===== src/rtl/ccff_chain_loader_pkg.sv =====
// rtl/ccff_chain_loader_pkg.sv - shared types and sizing helpers for the ccff chain loader
package ccff_loader_pkg;

    typedef enum logic [1:0] {
        IDLE  = 2'd0,
        LOAD  = 2'd1,
        SHIFT = 2'd2,
        DONE  = 2'd3
    } state_t;

    function automatic int num_words(input int chain_len, input int word_w);
        return (chain_len + word_w - 1) / word_w;
    endfunction

    // Bits carried by the final word of a pass; a full word when the chain divides evenly.
    function automatic int last_bits(input int chain_len, input int word_w);
        return ((chain_len % word_w) == 0) ? word_w : (chain_len % word_w);
    endfunction

endpackage


===== src/rtl/ccff_chain_loader_if.sv =====
// rtl/ccff_chain_loader_if.sv - valid/ready word stream used for config input and readback output
interface ccff_chain_loader_if #(
    parameter int WORD_W = 8
);
    logic [WORD_W-1:0] data;
    logic              valid;
    logic              ready;

    modport master (output data, output valid, input ready);
    modport slave  (input data, input valid, output ready);
endinterface


===== src/rtl/ccff_chain_loader_readback_sipo.sv =====
// rtl/ccff_chain_loader_readback_sipo.sv - collects chain tail bits into zero-padded readback words
module ccff_readback_sipo #(
    parameter int WORD_W = 8
) (
    input  logic                 clk,
    input  logic                 rst,
    input  logic                 capture,
    input  logic                 flush,
    input  logic                 tail,
    ccff_chain_loader_if.master  m
);
    localparam int IDX_W = $clog2(WORD_W);

    logic [WORD_W-1:0] acc;
    logic [WORD_W-1:0] acc_next;
    logic [IDX_W-1:0]  idx;
    logic [WORD_W-1:0] data_q;
    logic              valid_q;

    // Bits land at their final position, so clearing acc per word zero-pads a short last word.
    always_comb begin
        acc_next      = acc;
        acc_next[idx] = tail;
    end

    always_ff @(posedge clk) begin
        if (rst) begin
            acc     <= '0;
            idx     <= '0;
            data_q  <= '0;
            valid_q <= 1'b0;
        end else begin
            if (valid_q && m.ready) begin
                valid_q <= 1'b0;
            end
            if (capture) begin
                if (flush) begin
                    data_q  <= acc_next;
                    valid_q <= 1'b1;
                    acc     <= '0;
                    idx     <= '0;
                end else begin
                    acc <= acc_next;
                    idx <= idx + 1'b1;
                end
            end
        end
    end

    assign m.data  = data_q;
    assign m.valid = valid_q;

endmodule


===== src/rtl/ccff_chain_loader.sv =====
// rtl/ccff_chain_loader.sv - streams config words LSB-first into the scff chain and returns the old contents
module ccff_chain_loader
    import ccff_loader_pkg::*;
#(
    parameter int WORD_W    = 8,
    parameter int CHAIN_LEN = 64,
    parameter int CNT_W     = 16
) (
    input  logic                clk,
    input  logic                rst,
    input  logic                start,
    ccff_chain_loader_if.slave  s,
    output logic                ccff_head,
    output logic                ccff_shift_en,
    input  logic                ccff_tail,
    ccff_chain_loader_if.master m,
    output logic                busy,
    output logic                done
);
    localparam int REM_W     = $clog2(WORD_W + 1);
    localparam int NUM_WORDS = num_words(CHAIN_LEN, WORD_W);
    localparam int LAST_BITS = last_bits(CHAIN_LEN, WORD_W);

    localparam logic [CNT_W-1:0] LAST_WORD_IDX = CNT_W'(NUM_WORDS - 1);
    localparam logic [CNT_W-1:0] CHAIN_END     = CNT_W'(CHAIN_LEN);
    localparam logic [REM_W-1:0] FULL_BITS     = REM_W'(WORD_W);
    localparam logic [REM_W-1:0] TAIL_BITS     = REM_W'(LAST_BITS);

    state_t            state_q, state_d;
    logic [WORD_W-1:0] word_q, word_d;
    logic [REM_W-1:0]  rem_q, rem_d;
    logic [CNT_W-1:0]  bits_done_q, bits_done_d;
    logic [CNT_W-1:0]  word_idx_q, word_idx_d;
    logic              s_ready_q, s_ready_d;
    logic              head_q, head_d;
    logic              shift_q, shift_d;
    logic              busy_q, busy_d;
    logic              done_q, done_d;

    logic              accept;
    logic              hold_busy;
    logic              last_shift;
    logic [REM_W-1:0]  word_len;

    assign accept     = s.valid && s_ready_q;
    // Readback word still unclaimed after this edge; the next shift must wait.
    assign hold_busy  = m.valid && !m.ready;
    assign last_shift = shift_q && (rem_q == REM_W'(1));
    assign word_len   = (word_idx_q == LAST_WORD_IDX) ? TAIL_BITS : FULL_BITS;

    always_ff @(posedge clk) begin
        if (rst) begin
            state_q     <= IDLE;
            word_q      <= '0;
            rem_q       <= '0;
            bits_done_q <= '0;
            word_idx_q  <= '0;
            s_ready_q   <= 1'b0;
            head_q      <= 1'b0;
            shift_q     <= 1'b0;
            busy_q      <= 1'b0;
            done_q      <= 1'b0;
        end else begin
            state_q     <= state_d;
            word_q      <= word_d;
            rem_q       <= rem_d;
            bits_done_q <= bits_done_d;
            word_idx_q  <= word_idx_d;
            s_ready_q   <= s_ready_d;
            head_q      <= head_d;
            shift_q     <= shift_d;
            busy_q      <= busy_d;
            done_q      <= done_d;
        end
    end

    always_comb begin
        state_d     = state_q;
        word_d      = word_q;
        rem_d       = rem_q;
        bits_done_d = bits_done_q;
        word_idx_d  = word_idx_q;
        s_ready_d   = 1'b0;
        head_d      = head_q;
        shift_d     = 1'b0;
        busy_d      = busy_q;
        done_d      = done_q;

        unique case (state_q)
            IDLE, DONE: begin
                if (start) begin
                    state_d     = LOAD;
                    s_ready_d   = 1'b1;
                    busy_d      = 1'b1;
                    done_d      = 1'b0;
                    bits_done_d = '0;
                    word_idx_d  = '0;
                end
            end
            LOAD: begin
                s_ready_d = 1'b1;
                if (accept) begin
                    state_d   = SHIFT;
                    s_ready_d = 1'b0;
                    word_d    = s.data;
                    rem_d     = word_len;
                    head_d    = s.data[0];
                    shift_d   = !hold_busy;
                end
            end
            SHIFT: begin
                if (shift_q) begin
                    word_d      = word_q >> 1;
                    rem_d       = rem_q - 1'b1;
                    bits_done_d = bits_done_q + 1'b1;
                    head_d      = word_q[1];
                    if (rem_q == REM_W'(1)) begin
                        head_d     = 1'b0;
                        word_idx_d = word_idx_q + 1'b1;
                        if ((bits_done_q + CNT_W'(1)) == CHAIN_END) begin
                            state_d = DONE;
                            busy_d  = 1'b0;
                            done_d  = 1'b1;
                        end else begin
                            state_d   = LOAD;
                            s_ready_d = 1'b1;
                        end
                    end else begin
                        // Readback only refills at a word boundary, so mid-word shifting never stalls.
                        shift_d = 1'b1;
                    end
                end else begin
                    head_d  = word_q[0];
                    shift_d = !hold_busy;
                end
            end
            default: state_d = IDLE;
        endcase
    end

    ccff_readback_sipo #(
        .WORD_W (WORD_W)
    ) u_readback (
        .clk     (clk),
        .rst     (rst),
        .capture (shift_q),
        .flush   (last_shift),
        .tail    (ccff_tail),
        .m       (m)
    );

    assign s.ready       = s_ready_q;
    assign ccff_head     = head_q;
    assign ccff_shift_en = shift_q;
    assign busy          = busy_q;
    assign done          = done_q;

endmodule


===== src/flat_wrapper.sv =====
// flat-port wrapper written by rule: the top's interface ports become plain ports
module ccff_chain_loader_flat import ccff_loader_pkg::*;
#(
    parameter int WORD_W    = 8,
    parameter int CHAIN_LEN = 64,
    parameter int CNT_W     = 16
)
  (clk, rst, start, ccff_head, ccff_shift_en, ccff_tail, busy, done, s_data, s_valid, s_ready, m_data, m_valid, m_ready);
  ccff_chain_loader_if #(.WORD_W(WORD_W)) s_i ();
  ccff_chain_loader_if #(.WORD_W(WORD_W)) m_i ();
  input  logic clk;
  input  logic rst;
  input  logic start;
  output logic ccff_head;
  output logic ccff_shift_en;
  input  logic ccff_tail;
  output logic busy;
  output logic done;
  input wire logic [$bits(s_i.data)-1:0] s_data;
  input wire logic [$bits(s_i.valid)-1:0] s_valid;
  output wire logic [$bits(s_i.ready)-1:0] s_ready;
  output wire logic [$bits(m_i.data)-1:0] m_data;
  output wire logic [$bits(m_i.valid)-1:0] m_valid;
  input wire logic [$bits(m_i.ready)-1:0] m_ready;
  assign s_i.data = s_data;
  assign s_i.valid = s_valid;
  assign s_ready = s_i.ready;
  assign m_data = m_i.data;
  assign m_valid = m_i.valid;
  assign m_i.ready = m_ready;
  ccff_chain_loader #(.WORD_W(WORD_W), .CHAIN_LEN(CHAIN_LEN), .CNT_W(CNT_W)) u_core (.clk(clk), .rst(rst), .start(start), .s(s_i), .ccff_head(ccff_head), .ccff_shift_en(ccff_shift_en), .ccff_tail(ccff_tail), .m(m_i), .busy(busy), .done(done));
endmodule

===== config.mk =====
export PLATFORM = sky130hd
export DESIGN_NAME = ccff_chain_loader_flat
export DESIGN_NICKNAME = d
export VERILOG_FILES = /design/src/rtl/ccff_chain_loader_pkg.sv /design/src/rtl/ccff_chain_loader_if.sv /design/src/rtl/ccff_chain_loader_readback_sipo.sv /design/src/rtl/ccff_chain_loader.sv /design/src/flat_wrapper.sv
export SDC_FILE = /design/constraint.sdc
export NUM_CORES = 1
export LEC_CHECK = 0
export CORE_MARGIN = 3
export CORE_UTILIZATION = 57
export CTS_CLUSTER_SIZE = 25
export DETAILED_ROUTE_END_ITERATION = 6
export GPL_ROUTABILITY_DRIVEN = 0
export GPL_TIMING_DRIVEN = 0
export HOLD_SLACK_MARGIN = 0.03
export MAX_ROUTING_LAYER = met4
export PLACE_DENSITY = 0.79
export SLEW_MARGIN = 20
export SYNTH_ARGS = -nofsm -noshare
export SYNTH_HDL_FRONTEND = slang
export SYNTH_SLANG_ARGS = --single-unit

===== constraint.sdc =====
create_clock -name clk -period 2.36 [get_ports clk]
set_clock_uncertainty 0.05 [all_clocks]
set_input_delay 0.236 -clock clk [delete_from_list [all_inputs] [get_ports clk]]
set_output_delay 0.236 -clock clk [all_outputs]
set_load 0.02 [all_outputs]

# Yosys cells after proc, flatten, opt, wreduce, memory -nomap -nowiden
# Index checks and enable logic that the tools add are counted.
# Widths: inputs -> output; s select.
dict set report totals {
  mem_bits_rw 0
  elab_cells 92
  latchBits 0
  romBits 0
  memories 0
  reg_bits 55
  output_inout_bits 14
}
dict set report classes {
  n_addsub 3
  n_mux 47
  bitwise 0
  div 0
  multipliers 0
  shifts 0
  reduce_logical 17
  n_eq_ne 10
  order_cmp 2
}
# operator count
set op_table {}
lappend op_table {{$mux 16} 2}
lappend op_table {{$pmux 16 s2} 1}
lappend op_table {{$mux 8} 3}
lappend op_table {{$mux 1} 23}
lappend op_table {{$add 16x1->16 const B} 1}
lappend op_table {{$eq 16x7->1 const B} 1}
lappend op_table {{$pmux 8 s2} 1}
lappend op_table {{$mux 2} 5}
lappend op_table {{$bwmux 8} 1}
lappend op_table {{$mux 4} 2}
lappend op_table {{$ne 2x1->1 const B} 4}
lappend op_table {{$pmux 1 s2} 4}
lappend op_table {{$pmux 4 s2} 1}
lappend op_table {{$pmux 2 s3} 1}
lappend op_table {{$reduce_and 3->1} 2}
lappend op_table {{$logic_and 1x1->1} 5}
lappend op_table {{$reduce_and 5->1} 1}
lappend op_table {{$eq 2x2->1 const B} 2}
lappend op_table {{$eq 4x1->1 const B} 1}
lappend op_table {{$lt 3x4->1 const B} 1}
lappend op_table {{$reduce_and 2->1} 2}
lappend op_table {{$reduce_and 4->1} 1}
lappend op_table {{$reduce_bool 2->1} 2}
lappend op_table {{$sub 4x1->4 const B} 1}
lappend op_table {{other kinds (10)} 11}

# Logic depth before layout (Yosys ltp)
dict set report logic_depth {
  depth_word 6
  ltp_mapped 9
  depth_no_buf 7
}

# Hierarchy
# From an unflattened synthesis, not the netlist that was laid out.
dict set report unflattened {
  hier_cells 354
  area_unflattened_um2 2974.1
}
# module seq_area_each_um2 area_per_inst_um2 cells_per_inst n_inst
set modules_own_cells {}
lappend modules_own_cells {ccff_chain_loader 700.7 1989.4 242 1}
lappend modules_own_cells {ccff_readback_sipo 400.4 984.7 112 1}

# Least setup slack after synthesis
# No wires, ideal clock.
dict set report synth_timing {
  path_type {reg-to-reg}
  from {register u_core.state_q[0]}
  to {register u_core.bits_done_q[13]}
  setup_ns 0.070
  arrival_time_ns 1.799
  synth_period_minus_slack_ns 1.920
  slack_ns 0.440
  path_stages_with_launch 8
  path_cell_list {dfxtp_1 -> inv_1 -> ha_1 -> clkbuf_1 -> nand2b_1 -> nand3_1 -> or4_1 -> a21oi_1}
}
dict set report synth_via {
  elab_chain_cells 4
  word_cells_on_any_way 9
}
# element line_no
set synth_rtl {}
lappend synth_rtl {{start: declaration} ccff_chain_loader.sv:29} ;# state_t state_q, state_d;
lappend synth_rtl {{start signal: assignment} ccff_chain_loader.sv:64} ;# state_q <= state_d;
lappend synth_rtl {{$eq 2x2->1 / $logic_not 2->1 (equally long branches)} ccff_chain_loader.sv:89} ;# unique case (state_q)
lappend synth_rtl {{$reduce_or 2->1} ccff_chain_loader.sv:89}
lappend synth_rtl {{$ne 2x2->1 (no line) / $reduce_bool 2->1 (equally long branches)} n/a}
lappend synth_rtl {{$reduce_and 3->1 (no line)} n/a}
lappend synth_rtl {{end signal: assignment} ccff_chain_loader.sv:67} ;# bits_done_q <= bits_done_d;
lappend synth_rtl {{end: declaration} ccff_chain_loader.sv:32} ;# logic [CNT_W-1:0] bits_done_q, bits_done_d;
# Several ways; a longest one is shown, not always the timed one.
# A chain may end at the register's enable or synchronous reset.

# Worst setup path in the final report
# Ends and elaborated chain as after synthesis.

==> impl_summary.md <==
STA
The tightest slew margin relative to the limit is 0.553. The actual transition at the worst max-transition pin is 0.670 ns. The highest clock rate is 456 MHz.

The tightest hold path in the finished design has a slack of 0.352 ns. The post-route setup TNS is 0 ns. Setup repair after global routing left no endpoint under its margin. The number of hold-slack violations in the final timing report is 0. The final critical-path required period is 2.19 ns. In the finished design, the share of the clock period the worst path needs comes to 0.928. The final number of max-transition violations is 0. The final-report setup violation count is 0.

Synth
The netlist uses 55 different library cells. In the synthesized netlist the async set-or-reset flop fraction comes to 0. The number of nets produced by synthesis is 382. Each instance of the synthesized netlist takes up on average 8.26 um^2.

The cell area after synthesis is 2980 um^2. The count of yosys warnings during synthesis is 0. The number of synthesized flops with an enable pin is 0. The flip-flop and latch count after synthesis is 55.

Synthesis produced 361 cells. The proportion of synthesized chip area in sequential cells is 0.369. The top flip-flop cell by instance count after synthesis is sky130_fd_sc_hd__dfxtp_1.

Run status
The run finished with clean final reports.

Floorplan
The vertical extent of the die is 78.3 um. The count of standard-cell rows is 25. The width of the die is 78.3 um. The core region is 4880 um^2. The number of top-level design ports is 28. The die outline area is 6140 um^2. The initial utilization of the core area, before any placement, comes to 0.611.

Setup path
The largest single stage delay on the critical path is 0.60 ns. STA classifies the critical path endpoint as a flop. Together, buffers and inverters on the worst path number 2. In this run the worst path has a maximum fanout of 9. The largest individual stage delay along the critical path comes from the cell sky130_fd_sc_hd__or4_1. The worst path required time is 2.55 ns.

On the critical path the largest part of the delay comes from simple AND/OR/NAND/NOR gates. The worst setup path is launched from a flop. Data arrives at the worst endpoint at 2.38 ns. The critical path is of the flop to flop type. Walking the worst path, the cells encountered are inv_1 -> ha_1 -> clkbuf_1 -> nand2b_1 -> nand3_1 -> or4_1 -> a21oi_1.

Global route
Entering global routing, the biggest net connects 16 pins. For this run, the total global-route usage over all layers was measured as 0.245. The first global-routing pass estimated 11.8 mm of wire.

The number of antenna violations at the first check in global routing came to 0. The total overflow left after global routing is 0. The via count of the first global-routing pass came to 2,578.

Detailed routing
In the final routed layout, each cell accounts on average for 15.1 um. For this run, design rule violations remaining after detail routing come to 0. The number of DRC markers in iteration 0 is 188. The first-pass detailed-route iteration total is 5.

The via density per instance is 5.86. After detailed routing, the total wire length is 6.99 mm. The total via count in the routed design is 2,709. Once detail routing completed, the nets flagged for antenna violations numbered 0.

Pwr
The cell area power density is 506 nW/um^2. The reported leakage power is 1.24 nW. After layout, the design draws a total of 1.73 mW. The worst-case IR drop observed on VDD is 418 uV.

CTS
The clock-pin slew reported for the worst setup and hold paths after clock tree synthesis is 0.10 ns. The clock buffer count from CTS is 5. At the later pin of the worst-skew pair, clock insertion delay measures 0.31 ns.

The library cell used as clock root buffer is sky130_fd_sc_hd__clkbuf_8. CTS saw 55 sinks. The clock tree from TritonCTS is built. Hold repair after CTS inserted 0 buffers.

The H-tree was split into 2 levels. In this run the deepest clock path goes through 2 buffers.

Layout
From synthesis to final layout, the design area changed by 14.8%. The number of antenna diodes in the final layout is 0. The finished cells cover 3420 um^2. The net count of the finished layout is 416. The fraction of layout cells with a size suffix above 1 is 0.0911.

Placed design
The port buffer count is 25. The placed instances occupy a cell area of 3320 um^2. The HPWL after detailed placement is 4.99 mm.

Flow run
The number of max-capacitance violations reported is 0.

Hold path
The class of the worst hold path is primary input to flop.
## where the power goes
group | switching, mW | internal (mW)
Combinational | 0.126 | 0.0986
Clock | 0.298 | 0.231
Sequential | 0.0203 | 0.957
Total | 0.445 | 1.29
## worst paths after layout
check | slack [ns] | from | endpoint | depth (start not counted)
hold reg to reg | 0.45 | u_core.u_readback.acc[7] | u_core.u_readback.acc[7] | 2
setup reg to reg | 0.17 | u_core.state_q[0] | u_core.bits_done_q[13] | 7
hold / removal | 0.35 | rst | u_core.word_q[1] | 2
setup / recovery | 0.17 | u_core.state_q[0] | u_core.bits_done_q[13] | 7
## logic make-up after synthesis
family                   count (synthesis)  share of synthesized area
multiplexers                            16                     0.0537
AO/OA/AOI/OAI                           86                      0.201
adder cells (fa/ha/maj)                  7                     0.0294
flip-flops                              55                      0.369
buffers and inverters                   38                     0.0537
XOR/XNOR                                 9                     0.0289
AND/OR/NAND/NOR                        150                      0.265
## cell usage after synthesis (3+ instances only)
cell type / instances / area [um^2]
sky130_fd_sc_hd__and3_1: 4 / 25.0
sky130_fd_sc_hd__nand2_1: 16 / 60.1
sky130_fd_sc_hd__nor2_1: 66 / 248
sky130_fd_sc_hd__ha_1: 7 / 87.6
sky130_fd_sc_hd__nand2b_1: 7 / 43.8
sky130_fd_sc_hd__a211oi_1: 15 / 113
sky130_fd_sc_hd__nor3_1: 14 / 70.1
sky130_fd_sc_hd__a22oi_1: 5 / 37.5
sky130_fd_sc_hd__nor3b_1: 4 / 30.0
sky130_fd_sc_hd__nand3b_1: 3 / 22.5
sky130_fd_sc_hd__nand4b_1: 3 / 26.3
sky130_fd_sc_hd__buf_2: 11 / 55.1
sky130_fd_sc_hd__mux2i_1: 16 / 160
sky130_fd_sc_hd__nand3_1: 11 / 55.1
sky130_fd_sc_hd__a21o_1: 6 / 45.0
sky130_fd_sc_hd__inv_1: 9 / 33.8
sky130_fd_sc_hd__nor4_1: 3 / 18.8
sky130_fd_sc_hd__xnor2_1: 6 / 52.6
sky130_fd_sc_hd__nand4_1: 6 / 37.5
sky130_fd_sc_hd__clkbuf_1: 14 / 52.6
sky130_fd_sc_hd__o21ai_0: 10 / 50.1
sky130_fd_sc_hd__dfxtp_1: 55 / 1100
sky130_fd_sc_hd__a21oi_1: 26 / 130
sky130_fd_sc_hd__o21a_1: 3 / 22.5
## worst register-to-register path: cells and delay by family (launching register included)
kind / cells / cell delay [ns]
adders and majority gates: 1 / 0.28
DFF: 1 / 0.36
AOI/OAI and AO/OA: 1 / 0.14
and+or+nand+nor: 3 / 1.07
buffers and inverters: 2 / 0.24
## sequential cells by signal, summed over array words and instances, names as in the netlist, 2 cells and up
signal,count
u_core.bits_done_q,16
u_core.rem_q,4
u_core.state_q,2
u_core.u_readback.acc,8
u_core.u_readback.idx,3
u_core.u_readback.m.data,8
u_core.word_q,8
## layout by cell type, fill, tap and decap left out, types with 4 or more instances in the layout
| cell type | n |
|---|---|
| sky130_fd_sc_hd__nor2_1 | 66 |
| sky130_fd_sc_hd__dfxtp_1 | 54 |
| sky130_fd_sc_hd__a21oi_1 | 26 |
| sky130_fd_sc_hd__clkdlybuf4s50_1 | 25 |
| sky130_fd_sc_hd__nand2_1 | 16 |
| sky130_fd_sc_hd__mux2i_1 | 16 |
| sky130_fd_sc_hd__a211oi_1 | 15 |
| sky130_fd_sc_hd__clkbuf_1 | 14 |
| sky130_fd_sc_hd__nor3_1 | 14 |
| sky130_fd_sc_hd__buf_2 | 11 |
| sky130_fd_sc_hd__nand3_1 | 11 |
| sky130_fd_sc_hd__o21ai_0 | 10 |
| sky130_fd_sc_hd__inv_1 | 9 |
| sky130_fd_sc_hd__nand2b_1 | 7 |
| sky130_fd_sc_hd__nand4_1 | 6 |
| sky130_fd_sc_hd__xnor2_1 | 6 |
| sky130_fd_sc_hd__a21o_1 | 6 |
| sky130_fd_sc_hd__ha_1 | 6 |
| sky130_fd_sc_hd__clkbuf_8 | 6 |
| sky130_fd_sc_hd__a22oi_1 | 5 |
| sky130_fd_sc_hd__nor3b_1 | 4 |
| sky130_fd_sc_hd__and3_1 | 4 |
## cell type report
| class | instances | area (um^2) |
|---|---|---|
| plain buffers | 28 | 123 |
| clock buffers | 6 | 82.6 |
| clock inverters | 1 | 5.00 |
| fillers | 423 | 1460 |
| inverters | 10 | 37.5 |
| multi-input cells | 268 | 1720 |
| flip-flops and latches | 55 | 1100 |
| well taps | 67 | 83.8 |
| repair buffers | 27 | 265 |
## stage by stage
step	setup slack, ns	utilization	cells
final	0.169	0.702	462
after global routing	0.00312	0.702	462
after CTS	0.0469	0.698	460
after detailed placement	0.0782	0.680	453
after global placement	0.0890	0.680	453
after floorplan	0.440	-	361
## what timing repair did
action                                  in CTS  in global routing
endpoints found under the hold margin        0                  0
endpoints found under the setup margin       0                  9
resized for setup                            0                  2
setup buffers                                0                  2
## routing by layer
layer / vias to the layer above / track usage / share of wire
met5: - / - / 0
met4: 0 / 0.0927 / 0.016
met3: 11 / 0.0424 / 0.040
met2: 73 / 0.407 / 0.47
met1: 1260 / 0.299 / 0.47
li1: 1365 / - / -
Power figures use the tool's default switching activity.
